<file path="src/rtl/note_distributor.sv">
// Buffers one note from the song reader and hands it to a free note player,
// picked round-robin; rests are swallowed and notes that wait too long are dropped.
module note_distributor #(
  parameter int NUM_PLAYERS = 3,
  parameter int DROP_BEATS  = 4
) (
  input  logic                               clk,
  input  logic                               reset,
  input  logic                               play_enable,
  input  logic                               beat,
  input  logic [5:0]                         note_in,
  input  logic [5:0]                         duration_in,
  input  logic                               note_valid,
  output logic                               note_ready,
  input  logic [NUM_PLAYERS-1:0]             playing,
  output logic [NUM_PLAYERS-1:0]             load_new_note,
  output logic [5:0]                         note_out,
  output logic [5:0]                         duration_out,
  output logic                               dropped,
  output logic [$clog2(NUM_PLAYERS+1)-1:0]   active_count
);

  localparam int PW = $clog2(NUM_PLAYERS);
  localparam int CW = $clog2(NUM_PLAYERS+1);
  localparam int WW = (DROP_BEATS > 0) ? $clog2(DROP_BEATS+1) : 1;

  function automatic logic [CW-1:0] popcount(input logic [NUM_PLAYERS-1:0] v);
    logic [CW-1:0] c;
    c = '0;
    for (int i = 0; i < NUM_PLAYERS; i++) c = c + CW'(v[i]);
    return c;
  endfunction

  logic                   buf_valid;
  logic [5:0]             buf_note;
  logic [5:0]             buf_dur;
  logic [PW-1:0]          ptr;
  logic [WW-1:0]          wait_cnt;
  logic [NUM_PLAYERS-1:0] load_p1;
  logic [NUM_PLAYERS-1:0] cand;
  logic                   found;
  logic [PW-1:0]          sel_idx;
  logic [PW-1:0]          ptr_next;
  logic                   wait_last;

  assign note_ready = ~buf_valid & play_enable & ~reset;
  assign wait_last  = (DROP_BEATS > 0) && ((int'(wait_cnt) + 1) >= DROP_BEATS);

  // A player stays excluded while its playing flag has not yet caught up with its load.
  always_comb begin
    int         idx;
    logic [PW-1:0] cur;
    cand    = ~playing & ~(load_new_note | load_p1);
    found   = 1'b0;
    sel_idx = '0;
    idx     = 0;
    cur     = '0;
    for (int k = NUM_PLAYERS - 1; k >= 0; k--) begin
      idx = int'(ptr) + k;
      if (idx >= NUM_PLAYERS) idx = idx - NUM_PLAYERS;
      cur = PW'(idx);
      if (cand[cur]) begin
        found   = 1'b1;
        sel_idx = cur;
      end
    end
    ptr_next = (int'(sel_idx) == NUM_PLAYERS - 1) ? '0 : sel_idx + 1'b1;
  end

  always_ff @(posedge clk) begin
    active_count  <= popcount(playing);
    load_new_note <= '0;
    dropped       <= 1'b0;
    load_p1       <= load_new_note;
    if (reset) begin
      buf_valid     <= 1'b0;
      ptr           <= '0;
      wait_cnt      <= '0;
      load_p1       <= '0;
      note_out      <= '0;
      duration_out  <= '0;
      active_count  <= '0;
    end else if (play_enable) begin
      if (!buf_valid) begin
        if (note_valid) begin
          buf_valid <= 1'b1;
          buf_note  <= note_in;
          buf_dur   <= duration_in;
          wait_cnt  <= '0;
        end
      end else if (buf_note == 6'd0) begin
        buf_valid <= 1'b0;
      end else if (found) begin
        load_new_note <= NUM_PLAYERS'(1) << sel_idx;
        note_out      <= buf_note;
        duration_out  <= buf_dur;
        buf_valid     <= 1'b0;
        ptr           <= ptr_next;
        wait_cnt      <= '0;
      end else if (beat && (DROP_BEATS > 0)) begin
        if (wait_last) begin
          buf_valid <= 1'b0;
          dropped   <= 1'b1;
          wait_cnt  <= '0;
        end else begin
          wait_cnt <= wait_cnt + 1'b1;
        end
      end
    end
  end

endmodule

</file>
<file path="config.mk">
export PLATFORM = sky130hd
export DESIGN_NAME = note_distributor
export DESIGN_NICKNAME = d
export VERILOG_FILES = /design/src/rtl/note_distributor.sv
export SDC_FILE = /design/constraint.sdc
export NUM_CORES = 1
export LEC_CHECK = 0
export CAP_MARGIN = 40
export CORE_MARGIN = 3
export CORE_UTILIZATION = 30
export CTS_CLUSTER_DIAMETER = 30
export CTS_CLUSTER_SIZE = 8
export DETAILED_ROUTE_END_ITERATION = 8
export PLACE_DENSITY = 0.56
export SYNTH_ARGS = -nofsm -noshare
export SYNTH_HDL_FRONTEND = slang
export SYNTH_SLANG_ARGS = --single-unit
</file>
<file path="constraint.sdc">
create_clock -name clk -period 2.8 [get_ports clk]
set_input_delay 0.28 -clock clk [delete_from_list [all_inputs] [get_ports clk]]
set_output_delay 0.28 -clock clk [all_outputs]
set_load 0.03 [all_outputs]
</file>
# Word-level counts from Yosys, hierarchy flattened
# Index checks and enable logic that the tools add are counted.
word_totals:
  ff_bits: 39
  input_bits: 20
  word_cells: 80
op_classes:
  add_sub_neg: 10
  n_lt_le_gt_ge: 7
  eq_ne: 3
  shifts: 1
  mux: 29
  bitwise: 12
  reduce_logical: 7
ops:
  columns: ["operator", "count"]
  rows:
  - ["two-way mux 3 bit", 6]
  - ["two-way mux 2 bit", 7]
  - ["two-way mux 1 bit", 13]
  - ["AND reduction 4 bit", 3]
  - ["< comparator 2 x 3 -> 1 bit, second input constant", 3]
  - ["binary-select mux 1 bit (select 2 bit)", 3]
  - ["greater-or-equal comparator 3 x 2 -> 1 bit, second input constant", 2]
  - ["zero test 6 bit", 1]
  - ["inverter 1 bit", 6]
  - ["inverter 3 bit", 2]
  - ["OR reduction 6 bit", 1]
  - ["subtractor 2 bit, second input constant", 3]
  - ["OR reduction 5 bit", 1]
  - ["adder 3 x 1 -> 4 bit, second input constant", 1]
  - ["greater-or-equal comparator 4 x 3 -> 1 bit, second input constant", 1]
  - ["adder 2 x 1 -> 3 bit, second input constant", 1]
  - ["adder 2 x 2 -> 3 bit, second input constant", 1]
  - ["adder 3 x 1 -> 3 bit, second input constant", 1]
  - ["bitwise AND 3 bit", 1]
  - ["inequality test 3 x 2 -> 1 bit, second input constant", 1]
  - ["OR 3 bit", 1]
  - ["<< shifter 1 x 2 -> 3 bit, first input constant", 1]
  - ["adder 1 x 1 -> 2 bit", 1]
  - ["adder 2 x 1 -> 2 bit", 1]
  - ["other kinds (6)", 7]

# Longest topological paths before layout
# Gate-level depths: netlist (run 1).
logic_depth:
  word_depth: 11
  mapped_depth: 9
  mapped_depth_nobuf: 7

# Least setup slack after synthesis (run 1)
# OpenSTA, ideal clock, no wires.
synth_path:
  kind: "flip-flop to flip-flop"
  from: "reg ptr[0]"
  to: "reg duration_out[0]"
  setup_time_ps: 128
  arrival_time_ps: 1815
  setup_slack_ps: 858
  path_stages_with_launch: 9
  cell_sequence: "dfxtp_1 inv_1 ha_1 a21oi_1 o21ai_1 a211oi_4 buf_6 mux2i_1 nor2_1"
synth_between:
  elab_chain_cells: 9
  word_cells_on_any_way: 21
synth_lines:
  columns: ["element", "line_no", "rtl"]
  rows:
  - ["start, declared", "37", "logic [PW-1:0] ptr;"]
  - ["start signal, assigned", "98", "ptr <= ptr_next;"]
  - ["adder 2 x 2 -> 3 bit", "59", "idx = int'(ptr) + k;"]
  - ["greater-or-equal comparator 3 x 2 -> 1 bit / subtractor 2 bit (equally long branches)", "60", "if (idx >= NUM_PLAYERS) idx = idx - NUM_PLAYERS;"]
  - ["two-way mux 2 bit", "60", null]
  - ["binary-select mux 1 bit (select 2 bit)", "62", "if (cand[cur]) begin"]
  - ["two-way mux 1 bit (implied by the code)", "62", null]
  - ["two-way mux 1 bit (2 in a row)", "62", null]
  - ["two-way mux 1 bit (*)", "62", null]
  - ["AND reduction 4 bit (no source line) (*)", null, null]
  - ["end signal, assigned", "96", "duration_out <= buf_dur;"]
  - ["end, declared", "18", "output logic [5:0] duration_out,"]
# Every way passes the cells marked *; elsewhere a longest branch is shown, timed or not. The select of a mux whose other input is x is not followed.
# A chain may end at the register's enable or synchronous reset.

# Worst setup path after layout (run 1)
layout_path:
  from: "in play_enable"
  to: "out note_ready"
layout_between:
  elab_chain_cells: 2
layout_lines:
  columns: ["element", "line_no", "rtl"]
  rows:
  - ["start, declared", "9", "input logic play_enable,"]
  - ["bitwise AND 1 bit (2 in a row)", "46", "assign note_ready = ~buf_valid & play_enable & ~reset;"]
  - ["end, declared", "14", "output logic note_ready,"]
# No other way between the ends.

==> results of run 1 <==
[state kept, by name, summed over array words and instances, names as in the netlist]
register       flops
buf_note           6
dropped            1
ptr                2
load_new_note      3
duration_out       6
active_count       2
buf_valid          1
wait_cnt           3
buf_dur            6
load_p1            3
note_out           6
[logic make-up after synthesis]
family	Yosys count	synth area share [%]
buffers and inverters	9	2.60
multiplexers	13	7.96
flip-flops	39	55.1
adder cells (fa/ha/maj)	5	4.21
AO/OA/AOI/OAI	26	12.8
AND/OR/NAND/NOR	55	17.3
[per-stage QoR]
step | setup slack [ns] | total power, uW | hold WS, ns
finish | 0.657 | 1150 | 0.492
global route | 0.513 | 1210 | 0.518
CTS | 0.633 | 1160 | 0.499
detailed placement | 0.562 | 796 | 0.486
global placement | 0.565 | 792 | 0.468
floorplan | 0.858 | 725 | 0.379
[critical path, stage by stage]
cell and delay (ns):
clkdlybuf4s50_1 0.61, nand2b_1 0.17, nor2_1 0.12, clkdlybuf4s50_1 0.67
[power groups by stage]
stage	clock, uW	sequential, uW	combinational (uW)
2_1_floorplan	0	644	80.9
3_3_place_gp	0	626	166
3_5_place_dp	0	626	169
4_1_cts	379	613	171
5_1_grt	403	616	186
6_report	366	613	169
[cell type report]
| type | count | area, um2 | area share, % |
|---|---|---|---|
| multi-input combinational | 99 | 691 | 31.6 |
| tap | 70 | 87.6 | 4.01 |
| inverter | 5 | 18.8 | 0.860 |
| timing repair buffer | 41 | 403 | 18.5 |
| clock buffer | 5 | 68.8 | 3.15 |
| clock inverter | 2 | 13.8 | 0.630 |
| sequential | 39 | 901 | 41.3 |
[path summary, 6_finish.rpt]
check	startpoint	end	depth (start not counted)
min	buf_dur[5]	duration_out[5]	2
min reg2reg	buf_dur[5]	duration_out[5]	2
max reg2reg	ptr[0]	ptr[1]	8
max	play_enable	note_ready	4
[per-layer routing]
layer / share of wire (%) / wire length (um) / vias to the layer above
met1: 43 / 1430 / 554
li1: - / - / 608
met3: 7.8 / 262 / 8
met5: 0 / 0 / -
met2: 47 / 1580 / 44
met4: 1.9 / 63 / 0
[cells in the final DEF, fill, tap and decap left out, drive strengths merged, types with 3 or more instances in the layout]
cell | synthesis | layout
clkbuf | 2 | 5
nand2 | 9 | 9
and2 | 3 | 3
o21ai | 7 | 7
nor2 | 22 | 22
nor2b | 6 | 6
nor3 | 5 | 5
buf | 2 | 3
a211oi | 4 | 4
clkdlybuf4s50 | 0 | 38
inv | 5 | 5
edfxtp | 12 | 12
ha | 3 | 3
mux2i | 13 | 13
dfxtp | 27 | 27
a21oi | 4 | 4
==> run summary, run 1 <==
The via count is 1214. Port buffering added 38 buffers. The detailed router finished its first iteration with 82 violations. The synthesized design contains 12 enable-type register cells. Internal power comes to 851 uW. The overall global routing resource usage is 12.3%. The effective utilization at floorplan is 31.6%. The post-place instance area came out at 0.00210 mm2.

The power density over the cells came out at 526 mW/mm2. The number of nets produced by synthesis came out at 171. The final-report hold violation count came out at 0. In this run the most used layer during global routing was met2. The share of total power consumed by net switching came out at 25.9%. The number of antenna violations at the first check in global routing came out at 0. The number of max-capacitance violations reported is 0. The most instantiated library cell after synthesis is dfxtp_1. The final weighted congestion in routability-driven placement is 0.784.

The die boundary width came out at 79.8 um. In this run the clock root is driven by a clkbuf_8. The die outline area is 0.00637 mm2.

The maximum frequency from static timing analysis came out at 0.467 GHz. The area of all placed cells without fillers is 0.00218 mm2. In the routed design, unresolved DRC markers number 0. The placed wire-length estimate is 2.46 mm. The count of endpoints failing setup in the final report came out at 0.

The worst hold path class is register to register. The share of layout cells above drive strength 1 is 9.42%. The repair_antennas step left the layout with diodes totalling 0. The fraction of registers with async set/reset came out at 0%. The routed wirelength normalized by instance count came out at 12.8 um. The placeable core region is 0.00517 mm2.

The kind of critical path is input pin to output port. The warning count from the yosys run came out at 0. After synthesis, the most frequently instantiated cells are dfxtp_1, nor2_1, mux2i_1. The antenna violation net count after detailed routing came out at 0.

The share of synthesized area occupied by flip-flops and latches came out at 55.1%. The layout net count is 215. The clock tree synthesis step divided the H-tree into 2 levels. The arrival time at the worst endpoint is 1.86 ns. The floorplan has 26 rows. The maximum number of pins on one net before global-route repair came out at 24. The average cell area after synthesis is 11.1 um2. The filler-free cell count of the finished design came out at 261.

The met3 routing resource usage after global routing came out at 4.74%. The worst clock skew is 0.00251 ns. VDD sags by at most 0.320 mV. The number of max-slew violations in the final report is 0.

The clock share of power came out at 31.9%. The biggest area consumer among synthesized cells is dfxtp_1. The signed area change from the synthesized netlist to the final layout came out at 33.6%. Yosys attributes the largest share of cell area to dfxtp_1, edfxtp_1, mux2i_1. The global-route wire length before repair came out at 5.99 mm.

The combinational power share came out at 14.7%. At the end of the flow the core is filled with cells to 42.2%. In this run, distinct cell masters in the synthesized netlist total 41. The total placed cells including tap cells came out at 254. For this run, the leading register cell type out of synthesis is dfxtp_1. The floorplan die height is 79.8 um.

Setup repair after global routing left no endpoint under its margin. Pin placement for this block handled 39 I/O pins. The number of fillers in the final layout came out at 490.

Synthesis produced a netlist whose cell count is 147. Sequential cells burn 53.4% of the power. The number of buffers created by CTS came out at 5. The detail-routed via count per cell is 4.65. The reg-to-reg setup timing slack came out at 0.67 ns. The critical path required time came out at 2.52 ns. The share of the synthesized area in the top cell type came out at 33.1%. In this run the cell area of the synthesized design comes to 0.00163 mm2. The length of the first detailed-routing pass in iterations is 5. The clock-pin slew on the worst setup and hold paths came out at 0.07 ns. Summed over all nets, the switching power comes to 297 uW.

The worst relative slew slack is 76.8%. The met1 usage in global routing is 14.6%. The overflow left after global routing is 0. For the worst-skew pair, the clock arrives at the later sink with an insertion delay of 0.29 ns. The run finished with clean final reports.

The highest net fanout along the worst path came out at 7. The number of setup buffers added after CTS is 0. The slew of the pin with the lowest slew margin came out at 0.346 ns.

STA classifies the critical path startpoint as an input pin. STA classifies the critical path endpoint as an output port. In the finished design, the share of the clock period the worst path needs comes to 76.5%.

The number of clock sinks seen by CTS is 39. The routed wire length came out at 3.34 mm. The post-cts sizing count is 0.

The leakage component of the power is 0.000748 uW. In this run, post-CTS hold repair placed 0 buffers. Global routing used 19.4% of the available met2 tracks. The number of synthesized register bits is 39.

The final critical path time including I/O delays and setup is 2.14 ns. The clock passes through at most 2 buffers. The TritonCTS clock tree is built. The via count of the first global-routing pass is 1300. The summed negative setup slack over all endpoints came out at 0 ns.
Power figures use the tool's default switching activity.
==> run 2, diff against run 1 <==
- PLACE_DENSITY: 0.56 -> 0.58
- clock period: 2.8 -> 1.9 ns (I/O delays scaled with it)
==> run 2 against run 1 <==
Effect of this change:
- design area up 11%
- clock skew is 0.0029 ns higher
- sequential cell count is the same
- via count increased by 7.1%
- critical path type is now register to register
- critical endpoint is now dropped
==> run summary, run 2 (same netlist as run 1, synthesis figures left out) <==
After routing the design area is 0.00242 mm2. The H-tree depth reported by CTS came out at 2. The worst path needs 1.87 ns of the cycle, external delays included. The number of antenna violations at the first check in global routing is 0. The run finished with clean final reports. The analysis attributes to cell leakage a power of 0.000848 uW. The clock-pin slew on the worst setup and hold paths is 0.08 ns.

The global-route wire length before repair is 5.83 mm. The DRC marker count from the first detailed-route iteration came out at 95. The critical path goes through inv_2, ha_4, buf_6, nand2_1, a211oi_1, a21oi_1, and2_1, nor4_1. The highest signal layer in the routed design is met4.

After detailed routing, the total wire length is 3.82 mm. The worst clock skew is 0.00536 ns. The congestion estimate from routability-driven global placement came to 0.747. STA classifies the critical path startpoint as a register. The cell with the biggest individual delay on the critical path is dfxtp_4. The via count of the first global-routing pass came out at 1268.

The stage delay of the slowest cell on the critical path is 0.38 ns. Buffers inserted to repair hold after CTS numbered 0. The library cells used most frequently in the layout, excluding fill and tap cells, are clkdlybuf4s50_1, dfxtp_1, nor2_1, buf_4. In the routed design, unresolved DRC markers number 0.

The min-delay analysis places its worst path in the category input pin to register. The via count came out at 1300. Setup repair after global routing could not meet its margin everywhere.

For this run, the post-layout net count is 231. For this block, wires on met1 add up to 1.51 mm. Once detail routing completed, the nets flagged for antenna violations numbered 0. The maximum frequency from static timing analysis came out at 0.533 GHz. Wire segments on met2 add up to 1.95 mm in the final route. The worst relative slew slack is 75.2%.

For the pin with the worst max-slew slack, the measured transition is 0.370 ns. The clock passes through at most 2 buffers. In this design, the largest share of critical-path delay is due to simple AND/OR/NAND/NOR gates. The signed area change from the synthesized netlist to the final layout came out at 48.1%. The total area inside the core boundary comes to 0.00517 mm2.

The utilization of the core after routing came out at 46.8%. Counting the fill cells in the layout gives 485. Dividing the detail-routed via count by the number of cells gives 4.68. The post-route fraction of the period consumed by the critical path came out at 98.7%. In this run the count of I/O pins placed on the die edge is 39. The number of max-capacitance violations reported came out at 0. The number of clock sinks seen by CTS came out at 39. The critical path required time is 2.10 ns. The maximum number of pins on one net before global-route repair came out at 24. The met3 wire length is 315 um.

The routed wirelength normalized by instance count is 13.7 um. The critical path is of the register to register type. The length of the first detailed-routing pass in iterations is 4. The final-report hold violation count came to 0.

The critical path capture point type is a register. The count of endpoints failing setup in the final report is 0. The highest net fanout along the worst path came out at 6. At the later pin of the worst-skew pair, clock insertion delay measures 0.30 ns. The effective utilization at floorplan is 31.6%. The overall global routing resource usage is 12.1%. The count of buffers from port buffering came out at 38.

The floorplan die height is 79.8 um. The repair_antennas step left the layout with diodes totalling 0. In this run the clock root is driven by a clkbuf_8. Together, buffers and inverters on the worst path number 2. Measured along the x axis, the die boundary spans 79.8 um. The library cell used most frequently in the layout, excluding fill and tap cells, is clkdlybuf4s50_1.

The power density over the cells is 750 mW/mm2. The TritonCTS clock tree is built. TritonCTS created 5 clock buffers.

The post-place instance area came out at 0.00222 mm2. The die outline area came out at 0.00637 mm2. The overflow left after global routing came out at 0. The placed wire-length estimate is 2.60 mm. The highest ir drop seen on vdd is 0.477 mV. The share of layout cells above drive strength 1 came out at 25.5%. For the worst setup path, the data arrival time is 2.07 ns. The number of max-slew violations in the final report is 0. The worst hold margin is 0.441 ns. The number of rows in the core area is 26.
run 2: worst paths after layout:
path,cells after the start,from,slack [ns],end
setup / recovery,8,ptr[0],0.03,dropped
setup reg to reg,8,ptr[0],0.03,dropped
hold / removal,1,note_in[1],0.44,buf_note[1]
hold reg to reg,2,buf_dur[0],0.49,duration_out[0]
run 2: where the power goes:
| part | total [uW] | switching [uW] | leakage, uW | internal, uW |
|---|---|---|---|---|
| Clock | 594 | 298 | 0.0000474 | 296 |
| Sequential | 902 | 16.6 | 0.000331 | 886 |
| Combinational | 318 | 155 | 0.000470 | 162 |
| Total | 1810 | 470 | 0.000848 | 1340 |
run 2: per-stage QoR:
| step | power [uW] | TNS [ns] | worst slack (ns) | instances |
|---|---|---|---|---|
| after global placement | 1200 | -1.04 | -0.0961 | 268 |
| after global routing | 1900 | -0.313 | -0.0740 | 278 |
| after detailed placement | 1210 | -1.15 | -0.142 | 268 |
| final | 1810 | 0 | 0.0252 | 278 |
| after floorplan | 1070 | 0 | 0.00564 | 147 |
| after CTS | 1800 | -0.0523 | -0.0329 | 276 |
run 2: repair_timing:
item / in CTS / in global routing
setup buffers: 0 / 2
pin swaps: 1 / 13
gates resized for setup: 1 / 24
setup endpoints to repair: 15 / 20
run 2: area by class of cell:
class / instances / area (um2) / share of cell area (%)
clock inverter: 2 / 16.3 / 0.672
tap: 70 / 87.6 / 3.62
timing repair buffer: 57 / 539 / 22.3
multi-input combinational: 99 / 768 / 31.7
inverter: 5 / 18.8 / 0.776
clock buffer: 6 / 82.6 / 3.41
sequential: 39 / 907 / 37.5
run 2: metal layers:
metal / track usage [%] / vias to the layer above
met2: 19.4 / 49
met4: 5.07 / 0
met5: 0 / -
met1: 14.4 / 608
met3: 4.51 / 6
li1: - / 637
==> run 3, diff against run 2 <==
- ABC_AREA: default -> 1
- PLACE_DENSITY: 0.58 -> 0.57
==> run 3 against run 2 <==
Effect of this change:
- clock skew fell by 0.0034 ns
- worst setup slack improved by 0.13 ns
- cell count rose by 12%
- hold slack improved by 0.0084 ns
- clock power fell by 9.3%
- critical endpoint is now duration_out[0]
- largest power group unchanged
==> run summary, run 3 <==
The post-route fraction of the period consumed by the critical path came out at 91.6%. The via count of the first global-routing pass came to 1385. The largest individual stage delay along the critical path comes from the cell dfxtp_2. Among cell families on the critical path, the largest total delay comes from simple AND/OR/NAND/NOR gates. The via count is 1378. The effective utilization at floorplan is 31.3%.

The count of hold-fix buffers inserted at cts came out at 0. The library cell used most frequently in the layout, excluding fill and tap cells, is clkdlybuf4s50_1. In this run the power density over the cells is 752 mW/mm2.

The first detailed-routing pass took 4 iterations. After Yosys synthesis, and, or, nand and nor cells account for 27.3% of the synthesized area. The detailed-route DRC error count is 0. The switching power total is 473 uW. Sorting the synthesized cells by area gives the leading types as dfxtp_1, edfxtp_1, nand3_1. The combinational power share is 17.4%. After floorplanning, the core was divided into 27 placement rows.

The share of layout cells above drive strength 1 came out at 20.1%. The internal power contribution is 1270 uW. The worst path meets setup with 0.160 ns of slack. The post-place instance area came out at 0.00221 mm2. Gates resized during post-CTS repair numbered 0. The number of nets produced by synthesis is 216. Dividing the detail-routed wire length by the instance count gives 11.3 um. The detailed router finished its first iteration with 33 violations. After floorplanning, the core was sized to cover 0.00554 mm2. The leakage component of the power came out at 0.000874 uW. For this run, the post-layout net count is 262. The number of synthesized register bits is 39. The number of buffers created by CTS came out at 5. The routed wire length came out at 3.51 mm.

The post-synthesis cell area is 0.00173 mm2. The floorplan die height came out at 82.0 um. Of all nets on the critical path, the largest fanout is 10. dfxtp_1 takes more of the synthesized area than any other cell. The worst-case clock buffer depth came out at 2. The number of max-capacitance violations reported is 0. The signed area change from the synthesized netlist to the final layout came out at 33.8%. The antenna cell count is 0. Among all cell types in the netlist, the one instantiated most often is dfxtp_1.

After synthesis, the largest family of logic cells by area is simple AND/OR/NAND/NOR gates. The final critical path time including I/O delays and setup is 1.74 ns. The worst hold path belongs to the class register to register. The area of all placed cells without fillers is 0.00232 mm2. After Yosys synthesis, XOR and XNOR cells account for 0% of the synthesized area. The worst setup path is captured at a register. The stage delay of the slowest cell on the critical path is 0.34 ns. Detailed placement ended at an HPWL of 2.61 mm. Measured against its own limit, the worst slew margin works out to 78.5%. The most used flip-flop cell after synthesis is dfxtp_1.

The global-route wire length before repair is 5.89 mm. The number of max-slew violations in the final report came out at 0. The number of clock sinks seen by CTS is 39. The fraction of registers with async set/reset is 0%. The compound-cell area share of the yosys netlist came out at 10.4%.

The flip-flop and latch area came out at 903 um2. The overall global routing resource usage is 11.6%. The warning count from the yosys run came out at 0. The maximum frequency from static timing analysis is 0.575 GHz. The critical path is of the register to register type.

The critical path required time came out at 2.07 ns. The number of fillers in the final layout is 567. The number of ports placed on the die boundary is 39. Sorting the synthesized cells by how often they occur yields dfxtp_1, nand3_1, nand2_1. Entering global routing, the biggest net connects 20 pins. The critical path buffer and inverter count came out at 3. The share of synthesized area occupied by flip-flops and latches is 51.9%. The run finished with clean final reports. The final-report hold violation count is 0. The clock-pin slew on the worst setup and hold paths came out at 0.07 ns.

The cell that appears most often on the critical path is nand2_2. Registers are responsible for 51.7% of the overall power. The antenna violation net count after detailed routing is 0. The die boundary width came out at 82.0 um.

The clock arrives with 0.00192 ns of skew. Setup total negative slack on the finished layout was measured at 0 ns. After technology mapping, the gate count stands at 192. The clock share of power came out at 30.9%.

The arrival time at the worst endpoint is 1.91 ns. The number of synthesized flops with an enable pin came out at 12. After clock tree synthesis, the setup repair step added 0 buffers. In the final layout, the multi-input gates occupy 737 um2. In the layout the commonest cells are clkdlybuf4s50_1, nand3_1, nand2_1, dfxtp_1, nor2_1. The cell sitting at the root of the clock tree is a clkbuf_8.

At the pin with the least slew margin, the transition time is 0.321 ns. The adder-cell share of the synthesized area is 3.32%. The die outline area came out at 0.00673 mm2. The count of cell types in the netlist is 28. The worst-case IR drop observed on VDD is 0.374 mV. Measured against the total synthesized area, the mux share comes to 0%. At the end of routability-driven placement, the weighted congestion stood at 0.806.

Using the TritonRoute via totals, the vias-per-cell ratio works out to 4.43. The worst setup slack after placement came out at 0.0397 ns. The share of total power consumed by net switching is 27.1%. The number of antenna violations at the first check in global routing is 0.

During placement, the flow inserted port buffers numbering 38. The count of endpoints failing setup in the final report is 0. The worst setup path is launched from a register. Global routing finished with a remaining overflow of 0. The TritonCTS clock tree is built. Setup repair after global routing left no endpoint under its margin.

The critical path goes through inv_1, ha_4, inv_2, nand3_2, nand2_2, nand2_2, nand2_2, nor2_4, nand2_4, buf_4, nand3_1, a21oi_2. The insertion delay of the later-clocked pin in the worst-skew pair came out at 0.29 ns. Dividing the synthesized area by the synthesized cell count gives 9.03 um2. The share of the synthesized area in the top cell type is 31.2%. The H-tree depth reported by CTS came out at 2.
-- run 3: cell types whose count changed in the layout (fill, tap and decap cells not counted), sizes merged, moves of 13 or more --
cell,previous run,this run
buf,20,7
nand2,9,38
a21oi,4,18
mux2i,13,0
nand3,2,27
inv,5,22
-- run 3: per-stage QoR --
| stage | power (uW) | utilization [%] | std cells | hold slack (ns) |
|---|---|---|---|---|
| final | 1750 | 41.9 | 311 | 0.449 |
| after global routing | 1840 | 41.9 | 311 | 0.437 |
| after CTS | 1760 | 41.4 | 311 | 0.442 |
| after detailed placement | 1220 | 39.8 | 303 | 0.445 |
| after global placement | 1220 | 39.8 | 303 | 0.441 |
| after floorplan | 1110 | - | 192 | 0.289 |
-- run 3: power by group through the flow --
stage / clock network (uW) / logic (uW) / registers (uW)
4_1_cts: 563 / 297 / 902
2_1_floorplan: 0 / 165 / 945
6_report: 539 / 304 / 903
3_3_place_gp: 0 / 295 / 922
3_5_place_dp: 0 / 295 / 922
5_1_grt: 602 / 334 / 906
-- run 3: final timing paths --
| path | start | to | slack (ns) | depth (start not counted) |
|---|---|---|---|---|
| setup / recovery | ptr[0] | duration_out[0] | 0.16 | 12 |
| hold reg to reg | load_new_note[2] | load_p1[2] | 0.45 | 2 |
| hold / removal | load_new_note[2] | load_p1[2] | 0.45 | 2 |
| setup reg to reg | ptr[0] | duration_out[0] | 0.16 | 12 |
-- run 3: logic make-up (layout without fill, tap and decap cells) --
family | Yosys count | in the layout
adders and majority gates | 4 | 4
AOI/OAI and AO/OA | 26 | 26
buffers and inverters | 27 | 74
DFF | 39 | 39
and+or+nand+nor | 96 | 96
-- run 3: cell type report --
cell class | instances | share of cell area [%]
sequential | 39 | 38.9
multi-input combinational | 126 | 31.8
timing repair buffer | 44 | 18.2
tap | 72 | 3.88
inverter | 22 | 3.56
clock buffer | 6 | 3.13
clock inverter | 2 | 0.539
-- run 3: worst min-delay path, delay by kind of cell, from the launching register on --
kind | cells | cell delay, ns
flip-flops | 1 | 0.33
buffers and inverters | 1 | 0.05
AND/OR/NAND/NOR | 1 | 0.03
-- run 3: routing by layer --
layer / vias to the layer above / track usage, % / share of wire [%]
met5: - / 0 / 0
met3: 8 / 3.40 / 5.8
li1: 723 / - / -
met4: 0 / 5.48 / 1.9
met1: 612 / 12.9 / 42
met2: 35 / 20.2 / 50
